`src/rtl/pau_result_buffer.sv`:
```
// pau_result_buffer
//   Writeback-side buffer for the posit arithmetic unit. Snoops accepted issue handshakes and
//   queues their rd fields in a tag FIFO. Pairs each PAU result with the oldest tag and queues
//   {rd, data} in a first-word-fall-through result FIFO. Presents the head entry to the core
//   with a valid/ready handshake.
//
// Parameters
//   TAG_DEPTH  rd tag FIFO entries (power of two, >= 2)
//   RES_DEPTH  result FIFO entries (power of two, >= 2)
//   XLEN       result data width
//
// Ports
//   clk, rst                    clock; synchronous active-high reset
//   issue_valid/ready/resp_accept, issue_req_instr
//                               snooped issue handshake; rd = instr[11:7]
//   pau_result_valid/ready/data PAU result handshake
//   core_result_valid/ready     core writeback handshake
//   core_result_data/rd/we      head entry; we = 0 when rd == 0
//   tag_overflow                sticky: accept seen while the tag FIFO was full
//
// Optional feature (macro PAU_RESBUF_STATS_EN)
//   res_total  count of core pops, wraps at 2^32
//   wb_stall   cycles with core_result_valid & !core_result_ready, wraps at 2^32

module pau_result_buffer #(
  parameter int unsigned TAG_DEPTH = 2,
  parameter int unsigned RES_DEPTH = 4,
  parameter int unsigned XLEN      = 32
) (
  input  logic            clk,
  input  logic            rst,
  input  logic            issue_valid,
  input  logic            issue_ready,
  input  logic            issue_resp_accept,
  input  logic [31:0]     issue_req_instr,
  input  logic            pau_result_valid,
  output logic            pau_result_ready,
  input  logic [XLEN-1:0] pau_result_data,
  output logic            core_result_valid,
  input  logic            core_result_ready,
  output logic [XLEN-1:0] core_result_data,
  output logic [4:0]      core_result_rd,
  output logic            core_result_we,
  output logic            tag_overflow
`ifdef PAU_RESBUF_STATS_EN
  ,
  output logic [31:0]     res_total,
  output logic [31:0]     wb_stall
`endif
);

  localparam int unsigned TPW = $clog2(TAG_DEPTH);
  localparam int unsigned TCW = TPW + 1;
  localparam int unsigned RPW = $clog2(RES_DEPTH);
  localparam int unsigned RCW = RPW + 1;

  localparam logic [TCW-1:0] TagFull = TCW'(TAG_DEPTH);
  localparam logic [RCW-1:0] ResFull = RCW'(RES_DEPTH);

  // Tag FIFO state
  logic [4:0]     tag_mem_q [TAG_DEPTH];
  logic [4:0]     tag_mem_d [TAG_DEPTH];
  logic [TPW-1:0] tag_wr_ptr_q, tag_wr_ptr_d;
  logic [TPW-1:0] tag_rd_ptr_q, tag_rd_ptr_d;
  logic [TCW-1:0] tag_count_q, tag_count_d;
  logic           overflow_q, overflow_d;

  // Result FIFO state
  logic [XLEN-1:0] res_data_q [RES_DEPTH];
  logic [XLEN-1:0] res_data_d [RES_DEPTH];
  logic [4:0]      res_rd_q   [RES_DEPTH];
  logic [4:0]      res_rd_d   [RES_DEPTH];
  logic [RPW-1:0]  res_wr_ptr_q, res_wr_ptr_d;
  logic [RPW-1:0]  res_rd_ptr_q, res_rd_ptr_d;
  logic [RCW-1:0]  res_count_q, res_count_d;

  logic accept;
  logic tag_full, tag_empty, res_full;
  logic tag_push, tag_pop, res_push, res_pop;

  assign accept    = issue_valid & issue_ready & issue_resp_accept;
  assign tag_full  = (tag_count_q == TagFull);
  assign tag_empty = (tag_count_q == '0);
  assign res_full  = (res_count_q == ResFull);

  // Ready comes from registered counts only: a tag pushed this cycle is not usable until the
  // next, and core pops free room only from the next cycle.
  assign pau_result_ready  = ~res_full & ~tag_empty;
  assign core_result_valid = (res_count_q != '0);

  assign tag_push = accept & ~tag_full;
  assign res_push = pau_result_valid & pau_result_ready;
  assign tag_pop  = res_push;
  assign res_pop  = core_result_valid & core_result_ready;

  always_comb begin
    tag_mem_d    = tag_mem_q;
    tag_wr_ptr_d = tag_wr_ptr_q;
    tag_rd_ptr_d = tag_rd_ptr_q;
    tag_count_d  = tag_count_q;
    overflow_d   = overflow_q | (accept & tag_full);
    if (tag_push) begin
      tag_mem_d[tag_wr_ptr_q] = issue_req_instr[11:7];
      tag_wr_ptr_d            = tag_wr_ptr_q + TPW'(1);
    end
    if (tag_pop) begin
      tag_rd_ptr_d = tag_rd_ptr_q + TPW'(1);
    end
    unique case ({tag_push, tag_pop})
      2'b10:   tag_count_d = tag_count_q + TCW'(1);
      2'b01:   tag_count_d = tag_count_q - TCW'(1);
      default: tag_count_d = tag_count_q;
    endcase
  end

  always_comb begin
    res_data_d   = res_data_q;
    res_rd_d     = res_rd_q;
    res_wr_ptr_d = res_wr_ptr_q;
    res_rd_ptr_d = res_rd_ptr_q;
    res_count_d  = res_count_q;
    if (res_push) begin
      res_data_d[res_wr_ptr_q] = pau_result_data;
      res_rd_d[res_wr_ptr_q]   = tag_mem_q[tag_rd_ptr_q];
      res_wr_ptr_d             = res_wr_ptr_q + RPW'(1);
    end
    if (res_pop) begin
      res_rd_ptr_d = res_rd_ptr_q + RPW'(1);
    end
    unique case ({res_push, res_pop})
      2'b10:   res_count_d = res_count_q + RCW'(1);
      2'b01:   res_count_d = res_count_q - RCW'(1);
      default: res_count_d = res_count_q;
    endcase
  end

  always_ff @(posedge clk) begin
    if (rst) begin
      tag_mem_q    <= '{default: '0};
      tag_wr_ptr_q <= '0;
      tag_rd_ptr_q <= '0;
      tag_count_q  <= '0;
      overflow_q   <= 1'b0;
      res_data_q   <= '{default: '0};
      res_rd_q     <= '{default: '0};
      res_wr_ptr_q <= '0;
      res_rd_ptr_q <= '0;
      res_count_q  <= '0;
    end else begin
      tag_mem_q    <= tag_mem_d;
      tag_wr_ptr_q <= tag_wr_ptr_d;
      tag_rd_ptr_q <= tag_rd_ptr_d;
      tag_count_q  <= tag_count_d;
      overflow_q   <= overflow_d;
      res_data_q   <= res_data_d;
      res_rd_q     <= res_rd_d;
      res_wr_ptr_q <= res_wr_ptr_d;
      res_rd_ptr_q <= res_rd_ptr_d;
      res_count_q  <= res_count_d;
    end
  end

  // Head entry is read straight from storage flops; zeroed while empty so the port is quiet.
  always_comb begin
    core_result_data = '0;
    core_result_rd   = '0;
    if (core_result_valid) begin
      core_result_data = res_data_q[res_rd_ptr_q];
      core_result_rd   = res_rd_q[res_rd_ptr_q];
    end
  end

  assign core_result_we = core_result_valid & (core_result_rd != 5'd0);
  assign tag_overflow   = overflow_q;

`ifdef PAU_RESBUF_STATS_EN
  logic [31:0] res_total_q, res_total_d;
  logic [31:0] wb_stall_q, wb_stall_d;

  always_comb begin
    res_total_d = res_total_q;
    wb_stall_d  = wb_stall_q;
    if (res_pop) begin
      res_total_d = res_total_q + 32'd1;
    end
    if (core_result_valid & ~core_result_ready) begin
      wb_stall_d = wb_stall_q + 32'd1;
    end
  end

  always_ff @(posedge clk) begin
    if (rst) begin
      res_total_q <= '0;
      wb_stall_q  <= '0;
    end else begin
      res_total_q <= res_total_d;
      wb_stall_q  <= wb_stall_d;
    end
  end

  assign res_total = res_total_q;
  assign wb_stall  = wb_stall_q;
`endif

endmodule

```
`config.mk`:
```
export PLATFORM = sky130hd
export DESIGN_NAME = pau_result_buffer
export DESIGN_NICKNAME = d
export VERILOG_FILES = /design/src/rtl/pau_result_buffer.sv
export SDC_FILE = /design/constraint.sdc
export NUM_CORES = 1
export LEC_CHECK = 0
export ABC_AREA = 1
export BUFFER_PORTS_ARGS = -buffer_cell sky130_fd_sc_hd__buf_2
export CORE_MARGIN = 1.5
export CORE_UTILIZATION = 60
export DETAILED_ROUTE_END_ITERATION = 7
export PLACE_DENSITY = 0.83
export RECOVER_POWER = 100
export SLEW_MARGIN = 0
export SYNTH_ARGS = -nofsm -noshare
export SYNTH_HDL_FRONTEND = slang
export SYNTH_SLANG_ARGS = --single-unit
```
`constraint.sdc`:
```
create_clock -name clk -period 4.3 [get_ports clk]
set_input_delay 0.645 -clock clk [delete_from_list [all_inputs] [get_ports clk]]
set_output_delay 0.645 -clock clk [all_outputs]
set_load 0.05 [all_outputs]
```
==> summary.md, run 1 <==
| Metric | Value |
|---|---|
| Num CTS Buffers | `17` |
| Hold Fails Final Rpt | `0` |
| Setup TNS | `0 ns` |
| Global-route wire length before repair | `32720 um` |
| Sequential cell area | `3405 um^2` |
| RSZ-0062 raised after global routing | `false` |
| Power share of the combinational group | `26.2%` |
| Vias post-DR | `7667` |
| Drt wl/cell | `15.78 um` |
| Total Wirelength | `20800 um` |
| # rows | `41` |
| Sw frac | `35.37%` |
| Cell variety after synth | `26` |
| Area growth, synth to finish | `10.86%` |
| Seq/Total Area, Yosys | `43.84%` |
| Clk pwr share | `36.6%` |
| 1st-iter DRT viols | `894` |
| Share of cells above drive strength 1 | `9.694%` |
| H-tree depth | `4` |
| CTS tree | `done` |
| Drc violations | `0` |
| # nets final | `1211` |
| Seq pwr share | `37.2%` |
| Final Skew | `0.006547 ns` |
| Crit share post-route | `86.29%` |
| Fillers | `1135` |
| Ys Warns | `0` |
| Layout Cells excl Fill | `1318` |
| Slew headroom | `-52.94%` |
| Critical path arrival | `3.07 ns` |
| R2R cell count | `7` |
| Clock Latency Late Sink | `0.43 ns` |
| Final setup violation count | `0` |
| Syn_nets | `1188` |
| Remaining Overflow, GRT | `0` |
| Worst r2r src | `res_wr_ptr_q[0]` |
| Port bufs | `84` |
| PostCTS Resize Cnt | `0` |
| Post-route ant nets | `0` |
| Fin util | `68.19%` |
| Minimum clock period | `3.710 ns` |
| Syn avg cell area | `6.993 um^2` |
| CTS Hold Bufs | `0` |
| R2R Setup Slk | `0.80 ns` |
| Initial Util | `61.51%` |
| Hold Path Depth | `2` |
| Slew Viols, Final | `319` |
| Worst Path Max Fanout | `21` |
| Hpwl dp | `10450 um` |
| Mapped Cells | `1110` |
| Violated checks | `max-capacitance violations, max-slew violations` |
| Clock Tree Root | `clkbuf_16` |
| Die Area | `13630 um^2` |
| Num Clock Sinks | `170` |
| Status | `complete, but fails checks` |
| WS Path Type | `flop to primary output` |
| Core Region | `12620 um^2` |
| Initial antenna violation count | `1` |
| GRT Resource Usage Total | `30.64%` |
| CP Data Required Time | `3.65 ns` |
| IR Drop Worst-Case VDD | `0.3671 mV` |
| Setup ws final | `0.5897 ns` |
| Worst hold endpoint | `tag_mem_q[0]` |
| Multi-input gate area | `3736 um^2` |
| Boundary pin count | `112` |
| Largest net degree at the start of global routing | `149` |
| Pre-CTS setup slack | `1.619 ns` |
| Max Cap Viol | `6` |
| Drt pass-1 iters | `5` |
| Postcts setup bufs | `0` |
| Critical hold path startpoint | `tag_mem_q[0]` |
| Flop and latch count out of synthesis | `170` |
| Routability cong. | `0.7933` |
| Post-Syn Area | `7762 um^2` |
| Critical R2R Capture | `res_data_q[96]` |
| Die X | `116.7 um` |
| CP endpoint kind | `primary output` |
| Max Fclk | `269.5 MHz` |
| Tightest Pin Transition | `2.294 ns` |
| Die Height | `116.7 um` |
| Leakage power | `2.974 nW` |
| Vias in the first global route | `6684` |
| Int Pwr | `0.002869 W` |
| Power Density | `515.8 nW/um^2` |
| Clock tree buffer depth | `2` |
| Psw | `0.001570 W` |
| Cell count after placement | `1286` |
| Crit path from | `res_count_q[1]` |
| Clock transition at path regs | `0.06 ns` |
| Avg Vias per Cell | `5.817` |
| Crit start category | `flop` |
| Hold crit path type | `flop to flop` |
| Hold slack | `0.4598 ns` |
-- kinds of logic (layout without fill, tap and decap cells) --
| kind of cell | after synthesis | in the layout | synth area share (%) |
|---|---|---|---|
| other cells | 0 | 1 | 0 |
| fa+ha+maj | 7 | 7 | 1.225 |
| buf+inv | 130 | 165 | 7.995 |
| simple gates | 517 | 517 | 28.50 |
| flops | 170 | 170 | 43.84 |
| compound gates | 286 | 286 | 18.44 |
-- cells in the mapped netlist --
library cell / instances / area share (%)
ha_1: 6 / 0.97
nand2_2: 1 / 0.081
nand4_2: 4 / 0.64
fa_1: 1 / 0.26
buf_6: 12 / 1.7
nand2_4: 1 / 0.15
a21oi_1: 205 / 13
clkbuf_2: 1 / 0.064
nor3_1: 1 / 0.064
buf_8: 1 / 0.19
nand3_4: 1 / 0.23
clkinv_2: 1 / 0.064
buf_1: 6 / 0.29
clkinv_1: 1 / 0.048
nor2_1: 146 / 7.1
nand2_1: 196 / 9.5
clkbuf_1: 51 / 2.5
and3_1: 1 / 0.081
buf_2: 23 / 1.5
nand3_1: 165 / 11
inv_2: 2 / 0.097
dfxtp_1: 170 / 44
inv_1: 32 / 1.5
o21ai_0: 80 / 5.2
o21ai_1: 1 / 0.064
and2_1: 1 / 0.081
-- how the worst max path moves through the flow --
stage,end,slack (ns),cells past startpoint
2_1_floorplan,core_result_we,1.19,6
3_3_place_gp,core_result_data[22],1.61,6
3_5_place_dp,core_result_data[22],1.62,6
4_1_cts,core_result_data[22],1.15,6
5_1_grt,core_result_data[30],0.53,6
6_report,core_result_data[30],0.59,6
-- power by group through the flow --
| stage | registers (W) | logic [W] | clock network, W |
|---|---|---|---|
| global placement | 0.00168 | 0.00115 | 0 |
| CTS | 0.00165 | 0.00117 | 0.00163 |
| global route | 0.00166 | 0.00126 | 0.00170 |
| finish | 0.00165 | 0.00116 | 0.00162 |
| floorplan | 0.00168 | 0.000901 | 0 |
| detailed placement | 0.00169 | 0.00116 | 0 |
-- state kept, by name (all words and copies together) (netlist names) --
name and flops:
res_rd_q 20, res_data_q 128, res_count_q 3, tag_overflow 1, res_rd_ptr_q 2, tag_mem_q 10, tag_rd_ptr_q 1, res_wr_ptr_q 2
tag_wr_ptr_q 1, tag_count_q 2
-- critical path, cell delays in order, from the launching register on --
cell and delay, ns:
dfxtp_1 0.35, nor2_1 0.07, nand2_1 0.17, clkinv_1 0.52, clkbuf_1 0.67, a21oi_1 0.34
clkbuf_1 0.49
-- layout make-up --
| cell class | count | area share (%) |
|---|---|---|
| Clock inverter | 11 | 1.963 |
| Multi-Input combinational cell | 810 | 43.41 |
| Antenna cell | 1 | 0.02908 |
| Clock buffer | 20 | 5.307 |
| Inverter | 36 | 1.585 |
| Sequential cell | 170 | 39.56 |
| Timing Repair Buffer | 98 | 5.641 |
| Tap cell | 172 | 2.501 |
-- metrics by stage --
stage          power (W)  cell area, um^2
2_1_floorplan   0.002580             7762
5_1_grt         0.004617             8606
3_5_place_dp    0.002848             8048
6_report        0.004439             8606
3_3_place_gp    0.002833             8048
4_1_cts         0.004448             8673
-- routing by layer --
metal | global-route usage [%] | part of all wire (%) | up-vias
li1 | - | - | 3739
met1 | 40.43 | 43 | 3614
met2 | 49.43 | 48 | 283
met3 | 5.760 | 6.6 | 31
met4 | 13.09 | 2.3 | 0
met5 | 0 | 0 | -
-- cell usage in the layout (no fill, tap or decap), types with 2 or more instances in the layout --
cell type  count
clkbuf_1      27
clkbuf_8       2
a21oi_1      205
o21ai_0       80
ha_1           6
dfxtp_1      169
nand2_1      197
buf_4          5
nand4_2        4
clkinv_2       4
clkbuf_16     17
inv_1         33
nand3_1      165
buf_2         62
nor2_1       146
bufinv_16      4
clkinv_4       2
clkbuf_2       4
Power figures use the tool's default switching activity.
==> run 2: changes to the inputs <==
--- a/config.mk
+++ b/config.mk
@@ -7,9 +7,9 @@
 export LEC_CHECK = 0
 export ABC_AREA = 1
 export BUFFER_PORTS_ARGS = -buffer_cell sky130_fd_sc_hd__buf_2
-export CORE_MARGIN = 1.5
 export CORE_UTILIZATION = 60
 export DETAILED_ROUTE_END_ITERATION = 7
+export MAX_ROUTING_LAYER = met4
 export PLACE_DENSITY = 0.83
 export RECOVER_POWER = 100
 export SLEW_MARGIN = 0
==> run 2 against run 1 <==
The flow still finishes with violations (max-capacitance violations, max-slew violations). Die area shrank 1.7%. Non-clock buffer count shrank 1. Global-route usage grew 2.1 points. Sequential power is essentially flat. Clock-buffer cell count grew 2. First-iteration DRC count shrank 0.45%. Wire length shrank 1.6%. Design area shrank 0.96%. Worst hold slack is essentially flat. Core utilization shrank 0.65 points. Critical path type unchanged. Largest power group unchanged. Highest routed layer unchanged.
==> summary.md, run 2 (synthesis results as in run 1) <==
| Metric | Value |
|---|---|
| Status | `complete, but fails checks` |
| Critical path arrival | `3.02 ns (-0.05 ns)` |
| CP endpoint kind | `primary output` |
| Clock Latency Late Sink | `0.43 ns (about the same)` |
| Die Height | `115.7 um (-0.86%)` |
| WS Path Type | `flop to primary output` |
| Clock Tree Root | `clkbuf_16` |
| Fillers | `1173 (+3.3%)` |
| Drt wl/cell | `15.56 um (-1.4%)` |
| Initial antenna violation count | `0 (-1)` |
| IR Drop Worst-Case VDD | `0.2567 mV (-30%)` |
| Top Layer Used | `met4` |
| Hold Fails Final Rpt | `0 (unchanged)` |
| Total Wirelength | `20460 um (-1.6%)` |
| RSZ-0062 raised after global routing | `false` |
| # diodes | `0 (-1)` |
| Share of cells above drive strength 1 | `9.886% (+0.19 points)` |
| Die X | `115.7 um (-0.86%)` |
| Minimum clock period | `3.669 ns (-0.04175 ns)` |
| Slew Viols, Final | `149 (-53%)` |
| Crit share post-route | `85.31% (-0.97 points)` |
| Die Area | `13400 um^2 (-1.7%)` |
| Num CTS Buffers | `17 (unchanged)` |
| Core Region | `12620 um^2 (unchanged)` |
| Global-route wire length before repair | `33290 um (+1.7%)` |
| WL met3 | `1238 um (-9.6%)` |
| Tightest Pin Transition | `1.569 ns (-0.7254 ns)` |
| Initial Util | `61.51% (unchanged)` |
| Design Area, Final | `8523 um^2 (-0.96%)` |
| Drc violations | `0 (unchanged)` |
| Metal2 WL | `10000 um (about the same)` |
| Max reg flops | `128 (unchanged)` |
| Max Cap Viol | `1 (-5)` |
| Vias in the first global route | `6792 (+1.6%)` |
| Critical hold path startpoint | `res_data_q[66]` |
| Top reg by flops | `res_data_q` |
| Most frequent cells in the layout | `205 x a21oi_1, 197 x nand2_1, 170 x dfxtp_1, 166 x nand3_1, 146 x nor2_1` |
| Boundary pin count | `112 (unchanged)` |
| Hold crit path type | `flop to flop` |
| Worst r2r src | `res_count_q[1]` |
| Leakage power | `2.949 nW (-0.85%)` |
| 1st-iter DRT viols | `890 (-0.45%)` |
| Final Skew | `0.005786 ns (-0.0007612 ns)` |
| CTS tree | `done` |
| Area growth, synth to finish | `9.800%` |
| Drt pass-1 iters | `6 (+1)` |
| Critical-path top delay cell | `clkbuf_1` |
| # nets final | `1210 (-0.083%)` |
| Crit path from | `res_count_q[1]` |
| Routability cong. | `0.7575 (-4.5%)` |
| Final setup violation count | `0 (unchanged)` |
| Num Clock Sinks | `170 (unchanged)` |
| Post-route ant nets | `0 (unchanged)` |
| M1 WL | `8889 um (-0.83%)` |
| Vias post-DR | `7542 (-1.6%)` |
| Clock transition at path regs | `0.06 ns (about the same)` |
| # rows | `41 (unchanged)` |
| Largest net degree at the start of global routing | `149 (unchanged)` |
| Setup TNS | `0 ns (unchanged)` |
| Power Density | `495.7 nW/um^2 (-3.9%)` |
| Commonest non-fill, non-tap cell in the layout | `a21oi_1` |
| Slew headroom | `-4.576% (+48 points)` |
| Crit start category | `flop` |
| Worst Path Max Fanout | `23 (+9.5%)` |
| CTS Hold Bufs | `0 (unchanged)` |
| Postcts setup bufs | `0 (unchanged)` |
| Port bufs | `84 (unchanged)` |
| GRT Resource Usage Total | `32.75% (+2.1 points)` |
| Post-DP Area | `8040 um^2 (about the same)` |
| Clock tree buffer depth | `2 (unchanged)` |
| Avg Vias per Cell | `5.735 (-1.4%)` |
| H-tree depth | `4 (unchanged)` |
| PostCTS Resize Cnt | `0 (unchanged)` |
| Largest stage delay on the critical path | `1.11 ns (+0.44 ns)` |
| Max Fclk | `272.6 MHz (+1.1%)` |
| Largest regs | `res_data_q x128, res_rd_q x20, tag_mem_q x10` |
| CP Data Required Time | `3.65 ns (about the same)` |
| Worst path cell trace | `nor2_1 -> nand2_1 -> clkinv_1 -> clkbuf_1 -> a21oi_1 -> buf_2` |
| Hpwl dp | `10520 um (+0.64%)` |
| Remaining Overflow, GRT | `0 (unchanged)` |
| Violated checks | `max-capacitance violations, max-slew violations` |
## run 2: worst paths after layout
kind | to | slack, ns | cells after the start
max reg2reg | res_data_q[36] | 1.46 | 7
min reg2reg | res_data_q[66] | 0.46 | 2
max | core_result_data[9] | 0.63 | 6
min | res_data_q[66] | 0.46 | 2
## run 2: layout make-up
class | count | area [um^2] | share of cell area, %
multi-input combinational | 810 | 3724 | 43.69
clock buffer | 22 | 464.2 | 5.446
inverter | 36 | 136.4 | 1.600
sequential | 170 | 3403 | 39.93
tap | 172 | 215.2 | 2.525
timing repair buffer | 97 | 508.0 | 5.960
clock inverter | 8 | 72.57 | 0.8514
## run 2: per-stage QoR
step / total power [W] / cells / util [%] / setup WS [ns] / hold WS [ns]
final: 0.004225 / 1315 / 67.54 / 0.6315 / 0.4600
after global routing: 0.004417 / 1315 / 67.54 / 0.5277 / 0.4730
after CTS: 0.004243 / 1315 / 67.97 / 1.195 / 0.4612
after detailed placement: 0.002848 / 1285 / 63.71 / 1.667 / 0.4522
after global placement: 0.002834 / 1285 / 63.71 / 1.639 / 0.4485
after floorplan: 0.002580 / 1110 / - / 1.191 / 0.4410
## run 2: critical path, delay by kind of cell (launching register included)
| family | cells | cell delay (ns) |
|---|---|---|
| compound gates | 1 | 0.17 |
| flops | 1 | 0.32 |
| buf+inv | 3 | 1.74 |
| simple gates | 2 | 0.34 |
## run 2: report_power, final
group / total, W / switching (W) / internal (W) / leakage (nW)
clock: 0.00141 / 0.000599 / 0.000816 / 0.258
combinational: 0.00116 / 0.000911 / 0.000247 / 1.32
sequential: 0.00165 / 0.0000272 / 0.00163 / 1.37
## run 2: per-layer routing
metal,GRT usage (%),vias to the layer above
li1,-,3735
met1,42.04,3511
met2,52.38,269
met3,4.759,27
met4,12.48,0
met5,-,-
